### config.mk
export PLATFORM = sky130hd
export DESIGN_NAME = alu_result_stage
export DESIGN_NICKNAME = d
export VERILOG_FILES = /design/src/rtl/alu_stage_pkg.sv /design/src/rtl/alu_skid_buffer.sv /design/src/rtl/alu_result_stage.sv
export SDC_FILE = /design/constraint.sdc
export NUM_CORES = 1
export LEC_CHECK = 0
export ABC_CLOCK_PERIOD_IN_PS = 6100
export BUFFER_PORTS_ARGS = -buffer_cell sky130_fd_sc_hd__buf_4
export CAP_MARGIN = 25
export CORE_MARGIN = 1.5
export CORE_UTILIZATION = 40
export CTS_BUF_LIST = sky130_fd_sc_hd__clkbuf_16
export CTS_CLUSTER_SIZE = 24
export DETAILED_ROUTE_END_ITERATION = 10
export HOLD_SLACK_MARGIN = 0.08
export SETUP_SLACK_MARGIN = 0.2
export SYNTH_ARGS = -nofsm -noshare
export SYNTH_HDL_FRONTEND = slang
export SYNTH_HIERARCHICAL = 1
export SYNTH_SLANG_ARGS = --single-unit
### constraint.sdc
create_clock -name clk -period 6.1 [get_ports clk]
set_input_delay 0.915 -clock clk [delete_from_list [all_inputs] [get_ports clk]]
set_output_delay 0.915 -clock clk [all_outputs]
set_load 0.03 [all_outputs]
### src/rtl/alu_stage_pkg.sv
// Shared types for the ALU result stage: entry layout, buffer states and
// the helper that derives the zero flag at capture time.
package alu_stage_pkg;

  localparam int ALU_WIDTH = 32;

  typedef struct packed {
    logic [ALU_WIDTH-1:0] result;
    logic                 carryout;
    logic                 overflow;
    logic                 zero;
  } alu_entry_t;

  typedef enum logic [1:0] {
    EMPTY = 2'd0,
    ONE   = 2'd1,
    FULL  = 2'd2
  } alu_state_t;

  function automatic alu_entry_t make_entry(
    input logic [ALU_WIDTH-1:0] result,
    input logic                 carryout,
    input logic                 overflow
  );
    alu_entry_t e;
    e.result   = result;
    e.carryout = carryout;
    e.overflow = overflow;
    e.zero     = (result == '0);
    return e;
  endfunction

endpackage

### src/rtl/alu_skid_buffer.sv
// Generic two-entry valid/ready skid buffer carrying alu_entry_t.
// in_ready is a flop so it never depends combinationally on out_ready.
module alu_skid_buffer
  import alu_stage_pkg::*;
(
  input  logic       clk,
  input  logic       reset,
  input  logic       flush,
  input  logic       in_valid,
  output logic       in_ready,
  input  alu_entry_t in_data,
  output logic       out_valid,
  input  logic       out_ready,
  output alu_entry_t out_data
);

  localparam logic [1:0] ST_EMPTY = EMPTY;
  localparam logic [1:0] ST_ONE   = ONE;
  localparam logic [1:0] ST_FULL  = FULL;

  logic [1:0] state;
  logic [1:0] next_state;
  logic       in_ready_q;
  alu_entry_t main_q;
  alu_entry_t skid_q;
  logic       in_xfer;
  logic       out_xfer;
  logic       load_main;
  logic       load_skid;
  logic       main_from_skid;

  assign out_valid = (state != ST_EMPTY);
  assign in_ready  = in_ready_q;
  assign out_data  = main_q;
  assign in_xfer   = in_valid && in_ready_q;
  assign out_xfer  = out_valid && out_ready;

  // Flush overrides any transfer; the held data is left as don't-care.
  always_comb begin
    next_state     = state;
    load_main      = 1'b0;
    load_skid      = 1'b0;
    main_from_skid = 1'b0;
    if (flush) begin
      next_state = ST_EMPTY;
    end else begin
      case (state)
        ST_EMPTY: begin
          if (in_xfer) begin
            next_state = ST_ONE;
            load_main  = 1'b1;
          end
        end
        ST_ONE: begin
          if (in_xfer && out_xfer) begin
            load_main = 1'b1;
          end else if (in_xfer) begin
            next_state = ST_FULL;
            load_skid  = 1'b1;
          end else if (out_xfer) begin
            next_state = ST_EMPTY;
          end
        end
        ST_FULL: begin
          if (out_xfer) begin
            next_state     = ST_ONE;
            main_from_skid = 1'b1;
          end
        end
        default: next_state = ST_EMPTY;
      endcase
    end
  end

  always_ff @(posedge clk or posedge reset) begin
    if (reset) begin
      state      <= ST_EMPTY;
      in_ready_q <= 1'b1;
      main_q     <= '0;
      skid_q     <= '0;
    end else begin
      state      <= next_state;
      in_ready_q <= (next_state != ST_FULL);
      if (load_main) begin
        main_q <= in_data;
      end else if (main_from_skid) begin
        main_q <= skid_q;
      end
      if (load_skid) begin
        skid_q <= in_data;
      end
    end
  end

endmodule

### src/rtl/alu_result_stage.sv
// Pipeline register between the ALU and memory stage. Optional sticky
// overflow trap is enabled by defining ALU_STAGE_OVF_TRAP_EN.
module alu_result_stage
  import alu_stage_pkg::*;
#(
  parameter int WIDTH = ALU_WIDTH
) (
  input  logic             clk,
  input  logic             reset,
  input  logic             flush,
  input  logic             in_valid,
  output logic             in_ready,
  input  logic [WIDTH-1:0] in_result,
  input  logic             in_carryout,
  input  logic             in_overflow,
  output logic             out_valid,
  input  logic             out_ready,
  output logic [WIDTH-1:0] out_result,
  output logic             out_carryout,
  output logic             out_overflow,
  output logic             out_zero,
  output logic             ovf_trap,
  input  logic             trap_clear
);

  alu_entry_t in_entry;
  alu_entry_t out_entry;

  assign in_entry = make_entry(in_result, in_carryout, in_overflow);

  alu_skid_buffer u_skid (
    .clk       (clk),
    .reset     (reset),
    .flush     (flush),
    .in_valid  (in_valid),
    .in_ready  (in_ready),
    .in_data   (in_entry),
    .out_valid (out_valid),
    .out_ready (out_ready),
    .out_data  (out_entry)
  );

  assign out_result   = out_entry.result;
  assign out_carryout = out_entry.carryout;
  assign out_overflow = out_entry.overflow;
  assign out_zero     = out_entry.zero;

`ifdef ALU_STAGE_OVF_TRAP_EN
  logic trap_q;

  // Setting on an overflowing hand-off beats a coincident clear; flush is ignored.
  always_ff @(posedge clk or posedge reset) begin
    if (reset) begin
      trap_q <= 1'b0;
    end else if (out_valid && out_ready && out_entry.overflow) begin
      trap_q <= 1'b1;
    end else if (trap_clear) begin
      trap_q <= 1'b0;
    end
  end

  assign ovf_trap = trap_q;
`else
  logic unused_trap_clear;

  assign unused_trap_clear = trap_clear;
  assign ovf_trap          = 1'b0;
`endif

endmodule

==> results.toml <==
[timing]
worst_pin_slew_ns = 1.01
hold_viol_final = 0
slew_headroom = 0.324
rsz0062_at_grt = "false"
setup_viol = 0
max_freq_mhz = 379
finClkSkew_ns = 0.0105
finalSetupTns_ns = 0
post-route-period-util = 0.432
period_needed_ns = 2.64
slew_viol_final = 0

[layout]
fin_nets = 337
drive_gt1_frac = 0.570
num-fill-cells = 783
multi_input_area_um2 = 1590
design_area_um2 = 4430
area_growth_pct = 25.0
ff_latch_area_um2 = 1830
diodes = 0

[die]
core_area_um2 = 8640
start_util = 0.411
placementRows = 34
die_h_um = 97.2
boundaryPins = 78
dieArea_um2 = 9440
chipWidth_um = 97.2

[power]
ir_worst_vdd_mv = 0.161
leakagePower_uw = 0.00216
power_density_nw_per_um2 = 352
finalPower_uw = 1560

[logic_synthesis]
synthArstFlopShare = 1.00
yosysTopAreaCellShare = 0.508
synth_edf_count = 0
postSynthAreaPerCell_um2 = 16.2
yosysWarnings = 6
yosysSeqAreaShare = 0.516
synthesis.nets = 259
netlist_area_um2 = 3550
ys_types = 24
syn-instance-count = 219
synth_ff_type = "dfrtp_1"
synth-seq-cells = 73
synthTopCellsByArea = "dfrtp_1 51%, mux2_4 25%, mux2_1 9.5%"
synth_top_area_cell = "dfrtp_1"

[setup_path]
worstPathArrival_ns = 2.84
r2r_setup_slack_ns = 3.78
cp-start-kind = "primary input"
critPathRequiredTime_ns = 6.30
crit_fanout = 23
path_class = "in -> reg"
end_kind = "register"
worst-r2r-cell-count = 4

[run_status]
status = "finished, final reports clean"

[clock_tree]
clock_sinks = 73
cts_buffer_depth = 2
insertion_delay_ns = 0.33
cts-resized-gates = 0
postCtsHoldBufs = 0
cts_root_buf = "clkbuf_16"
post-cts-setup-buffer-count = 0
numCtsBuffers = 9
htree_levels = 3
cts_tree = "built"
path_clk_slew_ns = 0.05

[grt]
grt_pass1_wl_mm = 11.6
grt_max_degree = 74
antenna_found_initial = 0
grtUsageTotal = 0.157
gr-total-overflow = 0
first_global_vias = 2197

[placement]
io_buffers = 75
postPlaceCellArea_um2 = 4150
dp_hpwl_mm = 4.37
gp_congestion = 0.673

[routing]
totalWireLength_mm = 6.97
drt_iter0_markers = 49
antenna_left = 0
routed_via_density = 5.00
drt-pass1-iter-count = 4
avgRoutedWirePerCell_um = 17.0
remaining_drc_errors = 0
vias = 2048

[worst_hold_path]
hold_class = "reg -> reg"
hold_path_depth = 1

[flow_run]
drv_cap = 0
worst max-delay path, stage by stage:
cell	delay, ns
buf_4	0.12
and4bb_2	0.63
buf_4	0.50
mux2_2	0.38
mux2_2	0.26
power by group:
part | switching, uW | internal, uW
Clock | 183 | 265
Sequential | 64.7 | 605
Combinational | 196 | 246
synthesized netlist by cell type, types with 2 or more instances:
| cell | number |
|---|---|
| a211oi_1 | 2 |
| buf_12 | 3 |
| buf_2 | 4 |
| buf_4 | 4 |
| dfrtp_1 | 72 |
| inv_1 | 3 |
| mux2_1 | 30 |
| mux2_2 | 15 |
| mux2_4 | 60 |
| nand2_1 | 4 |
| nand2b_1 | 2 |
| nand4_1 | 2 |
| nor4_1 | 7 |
logic make-up after synthesis:
kind of cell / count (synthesis) / share of synthesized area
XOR/XNOR: 1 / 0.00247
buffers and inverters: 15 / 0.0374
multiplexers: 105 / 0.397
AND/OR/NAND/NOR: 20 / 0.0381
other: 1 / 0.00106
AO/OA/AOI/OAI: 4 / 0.00847
flip-flops: 73 / 0.516
path summary, 6_finish.rpt:
path	from	end
max	flush	u_skid/out_data[0]
min	u_skid/skid_q[18]	u_skid/skid_q[18]
max reg2reg	u_skid/state[0]	u_skid/out_data[0]
min reg2reg	u_skid/skid_q[18]	u_skid/skid_q[18]
max in group asynchronous	reset	u_skid/in_ready
min in group asynchronous	reset	u_skid/out_data[20]
per-stage QoR:
stage          hold WS, ns  setup WS [ns]   util  std cells
3_3_place_gp         0.471           3.13  0.481        393
5_1_grt              0.505           3.40  0.513        410
2_1_floorplan        0.459           3.33      -        219
3_5_place_dp         0.477           3.12  0.481        393
4_1_cts              0.492           3.46  0.510        409
6_report             0.490           3.46  0.513        410
cell type report:
| cell class | instances | share of cell area |
|---|---|---|
| clock buffers | 9 | 0.0508 |
| well taps | 108 | 0.0305 |
| repair buffers | 79 | 0.138 |
| inverters | 3 | 0.00282 |
| clock inverters | 7 | 0.00621 |
| flip-flops and latches | 73 | 0.412 |
| multi-input cells | 131 | 0.359 |
per-layer routing:
layer,vias up,GRT usage,part of all wire
met1,1040,0.211,0.47
met5,-,0,0
met2,46,0.244,0.47
met3,8,0.0496,0.049
met4,0,0.0468,0.013
li1,954,-,-
state kept, by name, indices dropped and copies added (netlist names):
register and flops:
u_skid/state 2, u_skid/out_data 35, u_skid/skid_q 35, u_skid/in_ready 1
layout by cell type (no fill, tap or decap), types with 2 or more instances in the layout:
| cell type | netlist | final |
|---|---|---|
| nor4_1 | 7 | 7 |
| mux2_4 | 60 | 60 |
| mux2_1 | 30 | 30 |
| clkbuf_16 | 0 | 9 |
| buf_4 | 4 | 78 |
| clkinv_2 | 0 | 2 |
| nand2_1 | 4 | 3 |
| inv_1 | 3 | 7 |
| nand4_1 | 2 | 2 |
| a211oi_1 | 2 | 2 |
| mux2_2 | 15 | 15 |
| dfrtp_1 | 72 | 72 |
Note: power is estimated with default switching activity, not from simulation.
